$ cat src/rtl/hermes_cmd_queue_if.sv
// Signal bundle between the DMNI MMR front-end / Hermes engine and hermes_cmd_queue.
// master = front-end plus engine side, slave = the queue itself.
interface hermes_cmd_queue_if #(
  parameter int DEPTH = 4
);
  localparam int CW = $clog2(DEPTH) + 1;

  // Handshake: push_i is a one-cycle strobe with no ready; a push the queue cannot
  // take is dropped and flagged by a one-cycle overflow_o pulse in that same cycle.
  logic          push_i;
  logic          push_op_i;
  logic [31:0]   push_size_i;
  logic [31:0]   push_size_2_i;
  logic [31:0]   push_addr_i;
  logic [31:0]   push_addr_2_i;
  logic          flush_i;
  logic          full_o;
  logic          empty_o;
  logic [CW-1:0] count_o;
  logic          overflow_o;

  logic          hermes_send_active_i;
  logic          hermes_receive_active_i;
  logic          hermes_start_o;
  logic          hermes_operation_o;
  logic [31:0]   hermes_size_o;
  logic [31:0]   hermes_size_2_o;
  logic [31:0]   hermes_address_o;
  logic [31:0]   hermes_address_2_o;
  logic          busy_o;
  logic          done_o;
  logic          error_o;
  logic [1:0]    state_o;

  modport master (
    output push_i, push_op_i, push_size_i, push_size_2_i, push_addr_i, push_addr_2_i,
    output flush_i, hermes_send_active_i, hermes_receive_active_i,
    input  full_o, empty_o, count_o, overflow_o,
    input  hermes_start_o, hermes_operation_o, hermes_size_o, hermes_size_2_o,
    input  hermes_address_o, hermes_address_2_o, busy_o, done_o, error_o, state_o
  );

  modport slave (
    input  push_i, push_op_i, push_size_i, push_size_2_i, push_addr_i, push_addr_2_i,
    input  flush_i, hermes_send_active_i, hermes_receive_active_i,
    output full_o, empty_o, count_o, overflow_o,
    output hermes_start_o, hermes_operation_o, hermes_size_o, hermes_size_2_o,
    output hermes_address_o, hermes_address_2_o, busy_o, done_o, error_o, state_o
  );
endinterface

$ cat src/rtl/hermes_cmd_queue.sv
// Command FIFO in front of the Hermes DMA engine; issues one command at a time and waits for completion.
// Optional WAIT_ACT watchdog enabled by defining HERMES_CMDQ_TIMEOUT_EN.
module hermes_cmd_queue #(
  parameter int DEPTH          = 4,
  parameter int TIMEOUT_CYCLES = 1024
) (
  input logic               clk_i,
  input logic               rst_ni,
  hermes_cmd_queue_if.slave bus
);
  localparam int PW = $clog2(DEPTH);
  localparam int CW = PW + 1;

  if (DEPTH < 2 || (DEPTH & (DEPTH - 1)) != 0) begin : g_bad_depth
    $error("DEPTH must be a power of two >= 2");
  end
  if (TIMEOUT_CYCLES < 1) begin : g_bad_timeout
    $error("TIMEOUT_CYCLES must be >= 1");
  end

  typedef enum logic [1:0] {IDLE, ISSUE, WAIT_ACT, WAIT_DONE} state_e;

  typedef struct packed {
    logic        op;
    logic [31:0] size;
    logic [31:0] size_2;
    logic [31:0] addr;
    logic [31:0] addr_2;
  } cmd_t;

  cmd_t          mem [DEPTH];
  logic [PW-1:0] wr_ptr_q, rd_ptr_q;
  logic [CW-1:0] count_q;
  state_e        state_q, state_d;

  logic          op_q;
  logic [31:0]   size_q, size_2_q, addr_q, addr_2_q;

  logic full, empty, busy, sel, push_ok, overflow;
  logic pop, load, start, done;

  assign full     = (count_q == CW'(DEPTH));
  assign empty    = (count_q == '0);
  assign busy     = (state_q != IDLE);
  assign sel      = op_q ? bus.hermes_receive_active_i : bus.hermes_send_active_i;
  // A full queue still takes a push when the head retires in the same cycle.
  assign push_ok  = bus.push_i && !bus.flush_i && (!full || pop);
  assign overflow = bus.push_i && !bus.flush_i && full && !pop;

`ifdef HERMES_CMDQ_TIMEOUT_EN
  localparam int TW = $clog2(TIMEOUT_CYCLES + 1);
  logic [TW-1:0] to_cnt_q;
  logic          time_out;

  always_ff @(posedge clk_i or negedge rst_ni) begin
    if (!rst_ni) begin
      to_cnt_q <= '0;
    end else if (state_q == WAIT_ACT) begin
      to_cnt_q <= to_cnt_q + TW'(1);
    end else begin
      to_cnt_q <= '0;
    end
  end
`endif

  always_comb begin
    state_d = state_q;
    pop     = 1'b0;
    load    = 1'b0;
    start   = 1'b0;
    done    = 1'b0;
`ifdef HERMES_CMDQ_TIMEOUT_EN
    time_out = 1'b0;
`endif
    case (state_q)
      IDLE: begin
        if (!empty && !bus.hermes_send_active_i && !bus.hermes_receive_active_i) begin
          load    = 1'b1;
          state_d = ISSUE;
        end
      end
      ISSUE: begin
        start   = 1'b1;
        state_d = WAIT_ACT;
      end
      WAIT_ACT: begin
        if (sel) begin
          state_d = WAIT_DONE;
        end
`ifdef HERMES_CMDQ_TIMEOUT_EN
        else if (to_cnt_q == TW'(TIMEOUT_CYCLES - 1)) begin
          pop      = 1'b1;
          time_out = 1'b1;
          state_d  = IDLE;
        end
`endif
      end
      WAIT_DONE: begin
        if (!sel) begin
          pop     = 1'b1;
          done    = 1'b1;
          state_d = IDLE;
        end
      end
      default: state_d = IDLE;
    endcase
  end

  always_ff @(posedge clk_i or negedge rst_ni) begin
    if (!rst_ni) state_q <= IDLE;
    else         state_q <= state_d;
  end

  // Flush keeps only the in-flight head; if that head retires this cycle nothing remains.
  always_ff @(posedge clk_i or negedge rst_ni) begin
    if (!rst_ni) begin
      wr_ptr_q <= '0;
      rd_ptr_q <= '0;
      count_q  <= '0;
    end else begin
      if (pop) rd_ptr_q <= rd_ptr_q + PW'(1);
      if (bus.flush_i) begin
        wr_ptr_q <= rd_ptr_q + PW'(busy);
        count_q  <= CW'(busy && !pop);
      end else begin
        if (push_ok) wr_ptr_q <= wr_ptr_q + PW'(1);
        case ({push_ok, pop})
          2'b10:   count_q <= count_q + CW'(1);
          2'b01:   count_q <= count_q - CW'(1);
          default: count_q <= count_q;
        endcase
      end
    end
  end

  always_ff @(posedge clk_i) begin
    if (push_ok) begin
      mem[wr_ptr_q] <= '{op:     bus.push_op_i,
                         size:   bus.push_size_i,
                         size_2: bus.push_size_2_i,
                         addr:   bus.push_addr_i,
                         addr_2: bus.push_addr_2_i};
    end
  end

  // Fields are captured on entry to ISSUE so they are valid alongside the start pulse.
  always_ff @(posedge clk_i or negedge rst_ni) begin
    if (!rst_ni) begin
      op_q     <= 1'b0;
      size_q   <= '0;
      size_2_q <= '0;
      addr_q   <= '0;
      addr_2_q <= '0;
    end else if (load) begin
      op_q     <= mem[rd_ptr_q].op;
      size_q   <= mem[rd_ptr_q].size;
      size_2_q <= mem[rd_ptr_q].size_2;
      addr_q   <= mem[rd_ptr_q].addr;
      addr_2_q <= mem[rd_ptr_q].addr_2;
    end
  end

  assign bus.full_o             = full;
  assign bus.empty_o            = empty;
  assign bus.count_o            = count_q;
  assign bus.overflow_o         = overflow;
  assign bus.hermes_start_o     = start;
  assign bus.hermes_operation_o = op_q;
  assign bus.hermes_size_o      = size_q;
  assign bus.hermes_size_2_o    = size_2_q;
  assign bus.hermes_address_o   = addr_q;
  assign bus.hermes_address_2_o = addr_2_q;
  assign bus.busy_o             = busy;
  assign bus.done_o             = done;
  assign bus.state_o            = state_q;
`ifdef HERMES_CMDQ_TIMEOUT_EN
  assign bus.error_o            = time_out;
`else
  assign bus.error_o            = 1'b0;
`endif
endmodule
$ cat src/flat_wrapper.sv
// flat-port wrapper written by rule: the top's interface ports become plain ports
module hermes_cmd_queue_flat 
#(
  parameter int DEPTH          = 4,
  parameter int TIMEOUT_CYCLES = 1024
)
  (clk_i, rst_ni, bus_push_i, bus_push_op_i, bus_push_size_i, bus_push_size_2_i, bus_push_addr_i, bus_push_addr_2_i, bus_flush_i, bus_hermes_send_active_i, bus_hermes_receive_active_i, bus_full_o, bus_empty_o, bus_count_o, bus_overflow_o, bus_hermes_start_o, bus_hermes_operation_o, bus_hermes_size_o, bus_hermes_size_2_o, bus_hermes_address_o, bus_hermes_address_2_o, bus_busy_o, bus_done_o, bus_error_o, bus_state_o);
  hermes_cmd_queue_if #(.DEPTH(DEPTH)) bus_i ();
  input logic clk_i;
  input logic rst_ni;
  input wire logic [$bits(bus_i.push_i)-1:0] bus_push_i;
  input wire logic [$bits(bus_i.push_op_i)-1:0] bus_push_op_i;
  input wire logic [$bits(bus_i.push_size_i)-1:0] bus_push_size_i;
  input wire logic [$bits(bus_i.push_size_2_i)-1:0] bus_push_size_2_i;
  input wire logic [$bits(bus_i.push_addr_i)-1:0] bus_push_addr_i;
  input wire logic [$bits(bus_i.push_addr_2_i)-1:0] bus_push_addr_2_i;
  input wire logic [$bits(bus_i.flush_i)-1:0] bus_flush_i;
  input wire logic [$bits(bus_i.hermes_send_active_i)-1:0] bus_hermes_send_active_i;
  input wire logic [$bits(bus_i.hermes_receive_active_i)-1:0] bus_hermes_receive_active_i;
  output wire logic [$bits(bus_i.full_o)-1:0] bus_full_o;
  output wire logic [$bits(bus_i.empty_o)-1:0] bus_empty_o;
  output wire logic [$bits(bus_i.count_o)-1:0] bus_count_o;
  output wire logic [$bits(bus_i.overflow_o)-1:0] bus_overflow_o;
  output wire logic [$bits(bus_i.hermes_start_o)-1:0] bus_hermes_start_o;
  output wire logic [$bits(bus_i.hermes_operation_o)-1:0] bus_hermes_operation_o;
  output wire logic [$bits(bus_i.hermes_size_o)-1:0] bus_hermes_size_o;
  output wire logic [$bits(bus_i.hermes_size_2_o)-1:0] bus_hermes_size_2_o;
  output wire logic [$bits(bus_i.hermes_address_o)-1:0] bus_hermes_address_o;
  output wire logic [$bits(bus_i.hermes_address_2_o)-1:0] bus_hermes_address_2_o;
  output wire logic [$bits(bus_i.busy_o)-1:0] bus_busy_o;
  output wire logic [$bits(bus_i.done_o)-1:0] bus_done_o;
  output wire logic [$bits(bus_i.error_o)-1:0] bus_error_o;
  output wire logic [$bits(bus_i.state_o)-1:0] bus_state_o;
  assign bus_i.push_i = bus_push_i;
  assign bus_i.push_op_i = bus_push_op_i;
  assign bus_i.push_size_i = bus_push_size_i;
  assign bus_i.push_size_2_i = bus_push_size_2_i;
  assign bus_i.push_addr_i = bus_push_addr_i;
  assign bus_i.push_addr_2_i = bus_push_addr_2_i;
  assign bus_i.flush_i = bus_flush_i;
  assign bus_i.hermes_send_active_i = bus_hermes_send_active_i;
  assign bus_i.hermes_receive_active_i = bus_hermes_receive_active_i;
  assign bus_full_o = bus_i.full_o;
  assign bus_empty_o = bus_i.empty_o;
  assign bus_count_o = bus_i.count_o;
  assign bus_overflow_o = bus_i.overflow_o;
  assign bus_hermes_start_o = bus_i.hermes_start_o;
  assign bus_hermes_operation_o = bus_i.hermes_operation_o;
  assign bus_hermes_size_o = bus_i.hermes_size_o;
  assign bus_hermes_size_2_o = bus_i.hermes_size_2_o;
  assign bus_hermes_address_o = bus_i.hermes_address_o;
  assign bus_hermes_address_2_o = bus_i.hermes_address_2_o;
  assign bus_busy_o = bus_i.busy_o;
  assign bus_done_o = bus_i.done_o;
  assign bus_error_o = bus_i.error_o;
  assign bus_state_o = bus_i.state_o;
  hermes_cmd_queue #(.DEPTH(DEPTH), .TIMEOUT_CYCLES(TIMEOUT_CYCLES)) u_core (.clk_i(clk_i), .rst_ni(rst_ni), .bus(bus_i));
endmodule
$ cat config.mk
export PLATFORM = sky130hd
export DESIGN_NAME = hermes_cmd_queue_flat
export DESIGN_NICKNAME = d
export VERILOG_FILES = /design/src/rtl/hermes_cmd_queue_if.sv /design/src/rtl/hermes_cmd_queue.sv /design/src/flat_wrapper.sv
export SDC_FILE = /design/constraint.sdc
export NUM_CORES = 1
export LEC_CHECK = 0
export BUFFER_PORTS_ARGS = -buffer_cell sky130_fd_sc_hd__buf_2
export CORE_MARGIN = 1.5
export CORE_UTILIZATION = 50
export CTS_CLUSTER_DIAMETER = 100
export DETAILED_ROUTE_END_ITERATION = 12
export PLACE_DENSITY = 0.7
export SYNTH_ARGS = -nofsm -noshare
export SYNTH_HDL_FRONTEND = slang
export SYNTH_SLANG_ARGS = --single-unit
$ cat constraint.sdc
create_clock -name clk_i -period 13 [get_ports clk_i]
set_clock_uncertainty 0.15 [all_clocks]
set_input_delay 1.3 -clock clk_i [delete_from_list [all_inputs] [get_ports clk_i]]
set_output_delay 1.3 -clock clk_i [all_outputs]
set_load 0.02 [all_outputs]
==> flow_summary.toml <==
[status]
status = "finished clean"

[synth]
ys_ff_latch = 654
yosys_warnings = 0
ys_seq_area_share_pct = 77.4
synth_nets = 1171
syn_area_mm2 = 0.0245
avgSynthCellArea_um2 = 23.9
syn_inst = 1026
synth.distinct_cells = 37

[finish]
fin_util_pct = 59.4
final_nets = 1482
syn2layout_area_growth_pct = 16.6
final_cells = 2010
mostFrequentLayoutCells = "edfxtp_1, buf_2, dfrtp_1"
drive_gt1_share_pct = 46.6
layout_commonest_cell = "edfxtp_1"
fillers = 3477

[power_and_ir_drop]
total_leakage_power_nw = 10.7
p_int_mw = 4.62
pwr-share-seq_pct = 44.8
p_sw_mw = 1.89
vdd_ir_drop_max_mv = 0.140
p_comb_share_pct = 27.4
swShare_pct = 29.0
p_per_area_mw_per_mm2 = 228
clkPwrFrac_pct = 27.9

[route]
drc = 0
drt-total-wl_mm = 46.8
viasPerCell = 5.49
drtAntennaViolNets = 0
drt-initial-drc-count = 760
wl_per_cell_um = 23.3
dr.pass1.iters = 4
vias = 11000

[timing]
timing.hold.ws_ns = 0.349
fin_ws_ns = 8.36
final.setup.tns_ns = 0
period_share_pct = 35.7
fmaxAchievable_ghz = 0.215
setup_viol = 0
slew_viol_final = 0
maxSlewHeadroom_pct = 28.0
fin_crit_ns = 4.64
rsz0062_at_grt = "false"
tightest_slew_ns = 1.08
hold_viol = 0

[grt]
grt.total_usage_pct = 19.1
gr-total-overflow = 0
antenna_found_initial = 20
grt_pass1_wl_mm = 70.8
grt_pass1_vias = 11500
grt_max_degree = 85

[die]
chipHeight_um = 224
core_mm2 = 0.0480
floorplan.io_pins = 276
row_count = 80
die_w_um = 224
initial_utilization_pct = 51.0
die_area_mm2 = 0.0503

[critical_path]
critPathArrivalTime_ns = 4.68
cp_max_fo = 62
cp-start-kind = "input pin"
criticalPathCategory = "input pin to register"
cp.required_ns = 13.03
endpoint_kind = "register"

[placed_design]
gp_congestion = 0.722
hpwl_mm = 27.2
dp_cells = 1883
io_buffers = 274
dpl_worst_slack_ns = 7.79

[run]
maxCapViolations = 0

[clock_tree]
hold_buffers = 0
root_buffer = "clkbuf_16"
clk_latency_ns = 0.57
cts_buffers = 67
clock_sinks = 654
path_clk_slew_ns = 0.05
clock_path_buffers = 3
h-tree-depth = 3
cts_resized = 0
cts_tree = "built"
cts_setup_buffers = 0

[hold_path]
min_path_type = "register to register"
-- critical path, stage by stage --
cell and delay [ns]:
buf_2 0.10, mux2i_1 0.51, a21boi_0 0.31, nor2_1 0.38, and2_4 0.37, buf_4 0.67, buf_4 0.83
-- registers in the layout, summed over array words and instances, names as in the netlist --
name / count
u_core.bus.count_o: 3
u_core.bus.state_o: 2
u_core.bus.hermes_address_2_o: 32
u_core.rd_ptr_q: 2
u_core.bus.hermes_size_2_o: 32
u_core.bus.hermes_size_o: 32
u_core.mem: 516
u_core.wr_ptr_q: 2
u_core.bus.hermes_address_o: 32
u_core.bus.hermes_operation_o: 1
-- final timing paths --
path	from	endpoint	slack (ns)	cells past startpoint
max in group asynchronous	rst_ni	u_core.rd_ptr_q[1]	10.58	2
hold / removal	u_core.bus.hermes_address_o[3]	u_core.bus.hermes_address_o[3]	0.35	1
setup reg to reg	u_core.bus.hermes_operation_o	u_core.mem[0][128]	8.74	6
setup / recovery	bus_hermes_receive_active_i	u_core.mem[0][128]	8.36	7
hold reg to reg	u_core.bus.hermes_address_o[3]	u_core.bus.hermes_address_o[3]	0.35	1
min in group asynchronous	rst_ni	u_core.bus.hermes_address_o[24]	0.66	1
-- area by class of cell --
cell class,count,area (um2),area share (%)
Inverter,6,22.5,0.0789
Clock buffer,99,1890,6.62
Timing Repair Buffer,289,1490,5.22
Antenna cell,7,17.5,0.0613
Tap cell,615,769,2.69
Multi-Input combinational cell,319,5220,18.3
Clock inverter,21,189,0.662
Sequential cell,654,19000,66.4
-- cells by family after synthesis --
kind of cell,count (synthesis),share of synthesized area (%)
flops,654,77.4
mux,266,19.7
simple gates,28,0.618
compound gates,11,0.332
fa+ha+maj,10,0.542
xor+xnor,3,0.107
other cells,1,0.0153
buf+inv,53,1.31
-- Yosys cell counts, drive strengths merged --
cell | instances | area (um2)
or3 | 1 | 6.26
conb | 1 | 3.75
ha | 9 | 113
xnor2 | 2 | 17.5
nor2 | 6 | 22.5
buf | 34 | 249
a21boi | 1 | 7.51
mux2 | 131 | 1850
a221oi | 1 | 8.76
nand2 | 4 | 15.0
nor3 | 1 | 5.00
nand3 | 1 | 5.00
a21oi | 3 | 15.0
xor2 | 1 | 8.76
or2 | 1 | 8.76
a211o | 1 | 8.76
and2 | 5 | 31.3
o32a | 1 | 10.0
nor2b | 3 | 18.8
fa | 1 | 20.0
a21o | 1 | 7.51
a31oi | 1 | 6.26
nand2b | 3 | 18.8
mux4 | 129 | 2910
and3 | 2 | 12.5
o32ai | 1 | 8.76
inv | 6 | 22.5
edfxtp | 516 | 15500
mux2i | 6 | 60.1
clkbuf | 13 | 48.8
o311ai | 1 | 8.76
dfrtp | 138 | 3450
nor3b | 1 | 7.51
-- per-stage QoR --
step / instance area [um2] / power, mW
global route: 28500 / 6.81
global placement: 26500 / 4.74
detailed placement: 26500 / 4.77
CTS: 28500 / 6.60
floorplan: 24500 / 4.21
finish: 28600 / 6.51
-- routing by layer --
metal | wire (um) | vias to the layer above | GRT usage [%] | share of wire [%]
met5 | 151 | - | 0 | 0.32
met4 | 972 | 26 | 4.96 | 2.1
met3 | 3390 | 96 | 6.87 | 7.2
met2 | 22200 | 292 | 29.3 | 47
met1 | 20100 | 5797 | 26.2 | 43
li1 | - | 4829 | - | -
-- power groups by stage --
stage / Clock (mW) / Sequential [mW] / Combinational, mW
6_report: 1.81 / 2.91 / 1.78
3_5_place_dp: 0 / 2.96 / 1.82
4_1_cts: 1.86 / 2.92 / 1.82
3_3_place_gp: 0 / 2.94 / 1.80
5_1_grt: 1.93 / 2.96 / 1.91
2_1_floorplan: 0 / 3.12 / 1.09
No activity file was read; power rests on OpenSTA's default activity.
